--- src/rtl/vga_timing_gen.sv ---
// Parametrised VGA raster timing generator: pixel divider, x/y raster counters,
// registered sync/blank/coordinate outputs and line/frame strobes, all mutually aligned.
module vga_timing_gen #(
   parameter int H_ACTIVE = 640,
   parameter int H_FP     = 16,
   parameter int H_SYNC   = 96,
   parameter int H_BP     = 48,
   parameter int V_ACTIVE = 480,
   parameter int V_FP     = 10,
   parameter int V_SYNC   = 2,
   parameter int V_BP     = 33,
   parameter int CLK_DIV  = 4,
   parameter bit HS_POL   = 1'b0,
   parameter bit VS_POL   = 1'b0,
   parameter int CW       = 10,
   localparam int DW      = (CLK_DIV > 1) ? $clog2(CLK_DIV) : 1
) (
   input  logic          clk_i,
   input  logic          rst_ni,
   input  logic          en_i,
   output logic          pix_en_o,
   output logic          hsync_o,
   output logic          vsync_o,
   output logic          video_on_o,
   output logic [CW-1:0] x_o,
   output logic [CW-1:0] y_o,
   output logic          line_tick_o,
   output logic          frame_tick_o,
   output logic [DW-1:0] div_cnt_o
);

   localparam int H_TOTAL  = H_ACTIVE + H_FP + H_SYNC + H_BP;
   localparam int V_TOTAL  = V_ACTIVE + V_FP + V_SYNC + V_BP;
   localparam int HS_START = H_ACTIVE + H_FP;
   localparam int HS_END   = HS_START + H_SYNC;
   localparam int VS_START = V_ACTIVE + V_FP;
   localparam int VS_END   = VS_START + V_SYNC;

   logic [DW-1:0] div_q, div_d;
   logic [CW-1:0] x_q, x_d, y_q, y_d;
   logic          hs_q, hs_d, vs_q, vs_d, vid_q, vid_d;
   logic          lt_q, lt_d, ft_q, ft_d;
   logic          pix_en;
   logic          x_last, y_last;

   assign pix_en = en_i && (div_q == DW'(CLK_DIV - 1));
   assign x_last = (x_q == CW'(H_TOTAL - 1));
   assign y_last = (y_q == CW'(V_TOTAL - 1));

   // Sync and blanking decode from next-state coordinates so they land with x/y.
   always_comb begin
      div_d = div_q;
      x_d   = x_q;
      y_d   = y_q;
      if (en_i) begin
         div_d = (div_q == DW'(CLK_DIV - 1)) ? '0 : div_q + DW'(1);
      end
      if (pix_en) begin
         if (x_last) begin
            x_d = '0;
            y_d = y_last ? '0 : y_q + CW'(1);
         end else begin
            x_d = x_q + CW'(1);
         end
      end
      hs_d  = (x_d >= CW'(HS_START) && x_d < CW'(HS_END)) ? HS_POL : ~HS_POL;
      vs_d  = (y_d >= CW'(VS_START) && y_d < CW'(VS_END)) ? VS_POL : ~VS_POL;
      vid_d = (x_d < CW'(H_ACTIVE)) && (y_d < CW'(V_ACTIVE));
      lt_d  = pix_en && x_last;
      ft_d  = pix_en && x_last && y_last;
   end

   // Reset parks the raster on its last pixel so the first strobe lands on (0,0).
   always_ff @(posedge clk_i or negedge rst_ni) begin
      if (!rst_ni) begin
         div_q <= '0;
         x_q   <= CW'(H_TOTAL - 1);
         y_q   <= CW'(V_TOTAL - 1);
         hs_q  <= ~HS_POL;
         vs_q  <= ~VS_POL;
         vid_q <= 1'b0;
         lt_q  <= 1'b0;
         ft_q  <= 1'b0;
      end else begin
         div_q <= div_d;
         x_q   <= x_d;
         y_q   <= y_d;
         hs_q  <= hs_d;
         vs_q  <= vs_d;
         vid_q <= vid_d;
         lt_q  <= lt_d;
         ft_q  <= ft_d;
      end
   end

   assign pix_en_o     = pix_en;
   assign hsync_o      = hs_q;
   assign vsync_o      = vs_q;
   assign video_on_o   = vid_q;
   assign x_o          = x_q;
   assign y_o          = y_q;
   assign line_tick_o  = lt_q;
   assign frame_tick_o = ft_q;
   assign div_cnt_o    = div_q;

endmodule

--- config.mk ---
export PLATFORM = sky130hd
export DESIGN_NAME = vga_timing_gen
export DESIGN_NICKNAME = d
export VERILOG_FILES = /design/src/rtl/vga_timing_gen.sv
export SDC_FILE = /design/constraint.sdc
export NUM_CORES = 1
export LEC_CHECK = 0
export CAP_MARGIN = 30
export CORE_MARGIN = 10
export CORE_UTILIZATION = 35
export DETAILED_ROUTE_END_ITERATION = 10
export GPL_TIMING_DRIVEN = 0
export PLACE_DENSITY_LB_ADDON = 0.12
export SLEW_MARGIN = 20
export SYNTH_ARGS = -nofsm -noshare
export SYNTH_HDL_FRONTEND = slang
export SYNTH_SLANG_ARGS = --single-unit
--- constraint.sdc ---
create_clock -name clk_i -period 6.9 [get_ports clk_i]
set_clock_uncertainty 0.15 [all_clocks]
set_input_delay 0.69 -clock clk_i [delete_from_list [all_inputs] [get_ports clk_i]]
set_output_delay 0.69 -clock clk_i [all_outputs]
set_load 0.03 [all_outputs]
==> results.ini, run 1 <==
[outcome]
outcome=finished clean

[clock_network]
clock_sinks=27
cts_tree=yes
postCtsSetupBuffers=0
htree_levels=1
clockBufferDepth=2
cts_root_buffer=clkbuf_8
ctsResizeCount=0
clk_latency_ps=270
cts_buffers=3
clkTransAtPathRegs_ps=100
ctsHoldBuffers=0

[routing]
ant_nets=0
drc=0
wl_microns=4040
drt-initial-drc-count=138
vias=1372
viasPerCell=5.62
drtPass1Iterations=4
avgRoutedWirePerCell_microns=16.5

[worst_setup_path]
cp_num_buf_inv=3
slowest_delay_ps=690
cp_top_family=buffers and inverters
worstPathRequired_ps=6060
path_cells=clkdlybuf4s50_1 > nand2_2 > inv_2 > clkdlybuf4s50_1
arrival_ps=2290
path_class=in -> out
cp-start-kind=input pin
cp_common_cell=clkdlybuf4s50_1
cp_max_fo=10
endpoint_kind=primary output
cpMaxStageDelayCell=clkdlybuf4s50_1

[sta]
max_slew_margin_pct=57.8
hold_violations=0
tightestPinTransition_ps=628
final.period_utilization_pct=45.3
rsz0062_at_grt=no
setup_viol=0
fin_setup_tns_ps=0
slew_viol_final=0
max_freq_mhz=320
final_period_minus_worst_setup_slack_ps=3130

[pwr]
share_comb_of_total_power_pct=29.7
power_density_nw_per_um2=216
clkPwrFrac_pct=21.3
internal_power_mw=0.276
ir_drop_mv=0.156
net-switching-power_mw=0.148
p_leak_nw=0.799
p_sw_share_pct=34.9
pwr-share-seq_pct=49.0

[run]
cap_violations=0

[floorplan]
start_util_pct=36.1
die_y_microns=86.7
die_width_microns=86.7
dieArea_sq_um=7520
fp-row-count=24
io-pin-count=31
core-area_sq_um=4320

[logic_synthesis]
avgSynthCellArea_sq_um=9.87
synth.area.top_cells=dfrtp_1 (24%), dfstp_2 (20%), nand2_1 (4.8%), ha_1 (3.2%), nand4_1 (2.8%)
synthArstFlopShare_pct=100
synth_cell_types=54
synth_warnings=0
synth-seq-cells=27
synth.cell_area_sq_um=1560
synthCells=158
yosysTopAreaCell=dfrtp_1
yosysTopAreaCellShare_pct=24.1
yosysSeqAreaShare_pct=44.3
synth_edf_count=0
synth_flop_cell=dfrtp_1
synthesis.nets=165

[cells_and_area]
area_delta_synth_final_pct=26.1
fill_cells=426
nNetsFinal=200
diodes=0
drive_above_1_share_pct=18.8
instances_no_fill=244

[place]
placedCellCount=240
dpl.hpwl_microns=3010
gp_congestion=0.833
io_buffers=30

[global_route]
grt_pass1_wl_microns=6600
grt_max_degree=28
antenna_found_initial=0
grt_pass1_vias=1290
overflow=0
grt_usage_pct=10.7

[min_path]
hold_class=in -> async

## cells in the mapped netlist (3+ instances only)
library cell	count
nand2_1	20
dfrtp_1	15
dfstp_2	12
nand3_1	8
nand4_1	7
nor3_1	7
nor2_1	6
inv_1	5
o21ai_0	5
xnor2_1	5
a21oi_1	4
ha_1	4
a211oi_1	3
mux2i_1	3
nand4b_1	3
or3_1	3
## flip-flops by register name, summed over array words and instances, names as in the netlist
signal	flops
div_cnt_o	2
y_o	10
frame_tick_o	1
line_tick_o	1
hsync_o	1
video_on_o	1
vsync_o	1
x_o	10
## placed cells by master, fill, tap and decap left out, types with 4 or more instances in the layout
cell             synthesis  routed
nand4_1                  7       7
nand3_1                  8       8
dfrtp_1                 15      15
ha_1                     4       4
xnor2_1                  5       5
o21ai_0                  5       5
a21oi_1                  4       4
nand2_1                 20      20
nor3_1                   7       7
clkdlybuf4s50_1          0      29
nor2_1                   6       6
dfstp_2                 12      12
inv_1                    5       5
## cell families (layout without fill, tap and decap cells)
family | count (synthesis) | count (layout) | share of synthesized area [%]
buffers and inverters | 11 | 45 | 3.61
muxes | 6 | 6 | 4.25
adders and majority gates | 4 | 4 | 3.21
and+or+nand+nor | 75 | 75 | 27.4
AOI/OAI and AO/OA | 29 | 29 | 13.8
xor gates and xnor gates | 6 | 6 | 3.37
DFF | 27 | 27 | 44.3
## stage by stage
stage / cell area, sq um / utilization [%] / hold slack (ps) / setup slack (ps) / total power, mW
2_1_floorplan: 1560 / - / 244 / 4540 / 0.281
3_3_place_gp: 1920 / 44.5 / 316 / 3790 / 0.333
3_5_place_dp: 1920 / 44.4 / 322 / 3780 / 0.337
4_1_cts: 1970 / 45.5 / 286 / 3770 / 0.429
5_1_grt: 1970 / 45.5 / 318 / 3680 / 0.448
6_report: 1970 / 45.5 / 267 / 3770 / 0.424
## area by class of cell
type / count / area, sq um / share of cell area, %
inverters: 6 / 22.5 / 1.15
flip-flops and latches: 27 / 691 / 35.1
multi-input cells: 120 / 812 / 41.3
clock buffers: 3 / 41.3 / 2.10
well taps: 52 / 65.1 / 3.31
plain buffers: 5 / 33.8 / 1.72
clock inverters: 1 / 5.00 / 0.255
repair buffers: 30 / 295 / 15.0
## power groups by stage
stage / clock, mW / sequential (mW) / combinational [mW]
floorplan: 0 / 0.240 / 0.0412
global placement: 0 / 0.208 / 0.125
detailed placement: 0 / 0.210 / 0.127
CTS: 0.0942 / 0.208 / 0.128
global route: 0.100 / 0.211 / 0.137
finish: 0.0903 / 0.208 / 0.126
## final timing paths
kind,from,end,slack (ps),cells past startpoint
worst min register to register,x_o[1],x_o[1],340,2
min in group clk_i,x_o[1],x_o[1],340,2
max in group asynchronous,rst_ni,y_o[1],5940,1
worst max register to register,x_o[0],vsync_o,4360,7
worst min-delay path,rst_ni,div_cnt_o[0],270,1
worst max-delay path,en_i,pix_en_o,3770,4
## worst register-to-register path, stage by stage (launching register included)
cell	delay [ps]
dfstp_2	580
ha_1	250
and4_1	250
nand4_2	170
buf_6	200
a211oi_1	280
o221ai_1	200
a2111o_1	390
## per-layer routing
layer | track usage [%] | up-vias | wire length (microns)
met1 | 13.6 | 659 | 1890
met4 | 1.33 | 0 | 27
met2 | 17.2 | 46 | 1810
li1 | - | 663 | -
met5 | 0 | - | 0
met3 | 3.85 | 4 | 310
No activity file was read; power rests on OpenSTA's default activity.
==> run 2, diff against run 1 <==
==> constraint.sdc (replaced) <==
create_clock -name clk_i -period 2.75 [get_ports clk_i]
set_clock_uncertainty 0.15 [all_clocks]
set_input_delay 0.275 -clock clk_i [delete_from_list [all_inputs] [get_ports clk_i]]
set_output_delay 0.275 -clock clk_i [all_outputs]
set_load 0.03 [all_outputs]
==> run 2 against run 1 <==
Setup slack worse by 3600 ps. Global-route usage unchanged. Critical path depth increased by 3. Sequential power rose to 2.5 times the previous value. Clock power is 150% higher. Combinational power rose to 2.5 times the previous value. Clock-buffer cell count did not move. Sequential cell count unchanged. Total power rose to 2.5 times the previous value. Non-clock buffer count rose by 1. Register-to-register slack lost 4100 ps. Die area unchanged. Largest power group unchanged.
==> results.ini, run 2 (synthesis gave the netlist of run 1 again) <==
[outcome]
outcome=finished clean

[sta]
rsz0062_at_grt=no
hold_violations=0
slew_viol_final=0
tightestPinTransition_ps=614
final.period_utilization_pct=92.3
max_slew_margin_pct=58.7
whs_ps=337
fin_setup_tns_ps=0
max_freq_mhz=394
final_period_minus_worst_setup_slack_ps=2540
setup_viol=0

[clock_network]
clkTransAtPathRegs_ps=90
cts_buffers=3
cts_root_buffer=clkbuf_8
postCtsSetupBuffers=0
htree_levels=1
cts_tree=yes
clock_sinks=27
clockBufferDepth=2
ctsResizeCount=0
clk_latency_ps=270

[routing]
viasPerCell=5.56
ant_nets=0
wl_microns=4030
avgRoutedWirePerCell_microns=16.4
drt-initial-drc-count=146
vias=1363
drtPass1Iterations=4
drc=0

[worst_setup_path]
cp_max_fo=10
endpoint_kind=register
cpMaxStageDelayCell=dfstp_2
r2r-end=vsync_o
cp_top_family=compound AO/OA/AOI/OAI gates
slowest_delay_ps=580
cp-start-kind=register
r2r_start=x_o[0]
cp_num_buf_inv=1
worstPathRequired_ps=2800
path_class=reg -> reg
r2r_setup_slack_ps=210
path_cells=ha_1 > and4_1 > nand4_2 > buf_6 > a211oi_1 > o221ai_1 > a2111o_1
reg2reg_depth=7
arrival_ps=2580

[pwr]
power_density_nw_per_um2=538
p_leak_nw=0.803
ir_drop_mv=0.387

[floorplan]
dieArea_sq_um=7520
core-area_sq_um=4320
io-pin-count=31
die_width_microns=86.7
fp-row-count=24
die_y_microns=86.7
start_util_pct=36.1

[global_route]
overflow=0
grt_pass1_vias=1296
antenna_found_initial=0
grt_max_degree=28
grt_pass1_wl_microns=6610
grt_usage_pct=10.7

[cells_and_area]
utilization_pct=45.7
fill_cells=425
drive_above_1_share_pct=18.7
diodes=0
area_delta_synth_final_pct=26.7
nNetsFinal=201
final_common_cell=clkdlybuf4s50_1
final_cell_mix=clkdlybuf4s50_1 (29), nand2_1 (20), dfrtp_1 (15), dfstp_2 (12), nand3_1 (8)

[place]
gp_congestion=0.833
dpl.hpwl_microns=3010
io_buffers=30

[min_path]
min-delay-start=x_o[1]
holdPathStages=2
worst_hold_path.endpoint=x_o[1]
hold_class=reg -> reg

[run]
cap_violations=0

==> run 2: cell types whose count changed in the layout (fill, tap and decap cells not counted) <==
cell / before / now
dlygate4sd3_1: 0 / 1
==> run 2: metrics by stage <==
| stage | total power, mW | cell area, sq um | cells | setup WS [ps] |
|---|---|---|---|---|
| final | 1.06 | 1980 | 245 | 212 |
| after global routing | 1.13 | 1980 | 245 | 122 |
| after CTS | 1.08 | 1980 | 245 | 240 |
| after detailed placement | 0.846 | 1920 | 240 | 98.4 |
| after global placement | 0.835 | 1920 | 240 | 214 |
| after floorplan | 0.705 | 1560 | 158 | 386 |
==> run 2: report_power, final <==
| part | internal (mW) | leakage (nW) | switching [mW] |
|---|---|---|---|
| clock | 0.101 | 0.0255 | 0.124 |
| sequential | 0.462 | 0.325 | 0.0587 |
| combinational | 0.129 | 0.453 | 0.187 |
| total | 0.693 | 0.803 | 0.369 |
==> run 2: what timing repair did <==
action                                  CTS  global route
hold buffers                              1             0
endpoints found under the setup margin    0             0
hold endpoints to repair                 15             0
==> run 2: worst register-to-register path: cells and delay by family, from the launching register on <==
kind / cells / cell delay, ps
AND/OR/NAND/NOR: 2 / 420
flip-flops: 1 / 580
adder cells (fa/ha/maj): 1 / 250
buffers and inverters: 1 / 200
AO/OA/AOI/OAI: 3 / 880
==> run 2: worst max path at each step <==
stage | from | to | slack [ps] | cells after the start
finish | x_o[0] | vsync_o | 210 | 7
global route | x_o[0] | vsync_o | 120 | 7
CTS | x_o[0] | vsync_o | 240 | 7
detailed placement | en_i | vsync_o | 100 | 8
global placement | en_i | vsync_o | 210 | 8
floorplan | div_cnt_o[0] | vsync_o | 390 | 7
==> run 2: cell type report <==
cell class,count,area (sq um),area share (%)
multi-input cells,120,812,41.1
flip-flops and latches,27,691,35.0
clock inverters,1,5.00,0.253
clock buffers,3,41.3,2.09
repair buffers,31,305,15.5
plain buffers,5,33.8,1.71
inverters,6,22.5,1.14
well taps,52,65.1,3.29
==> run 2: per-layer routing <==
metal | part of all wire [%] | global-route usage, % | up-vias
li1 | - | - | 666
met1 | 47 | 13.6 | 656
met2 | 45 | 17.2 | 39
met3 | 7.0 | 3.94 | 2
met4 | 0.57 | 1.33 | 0
met5 | 0 | 0 | -
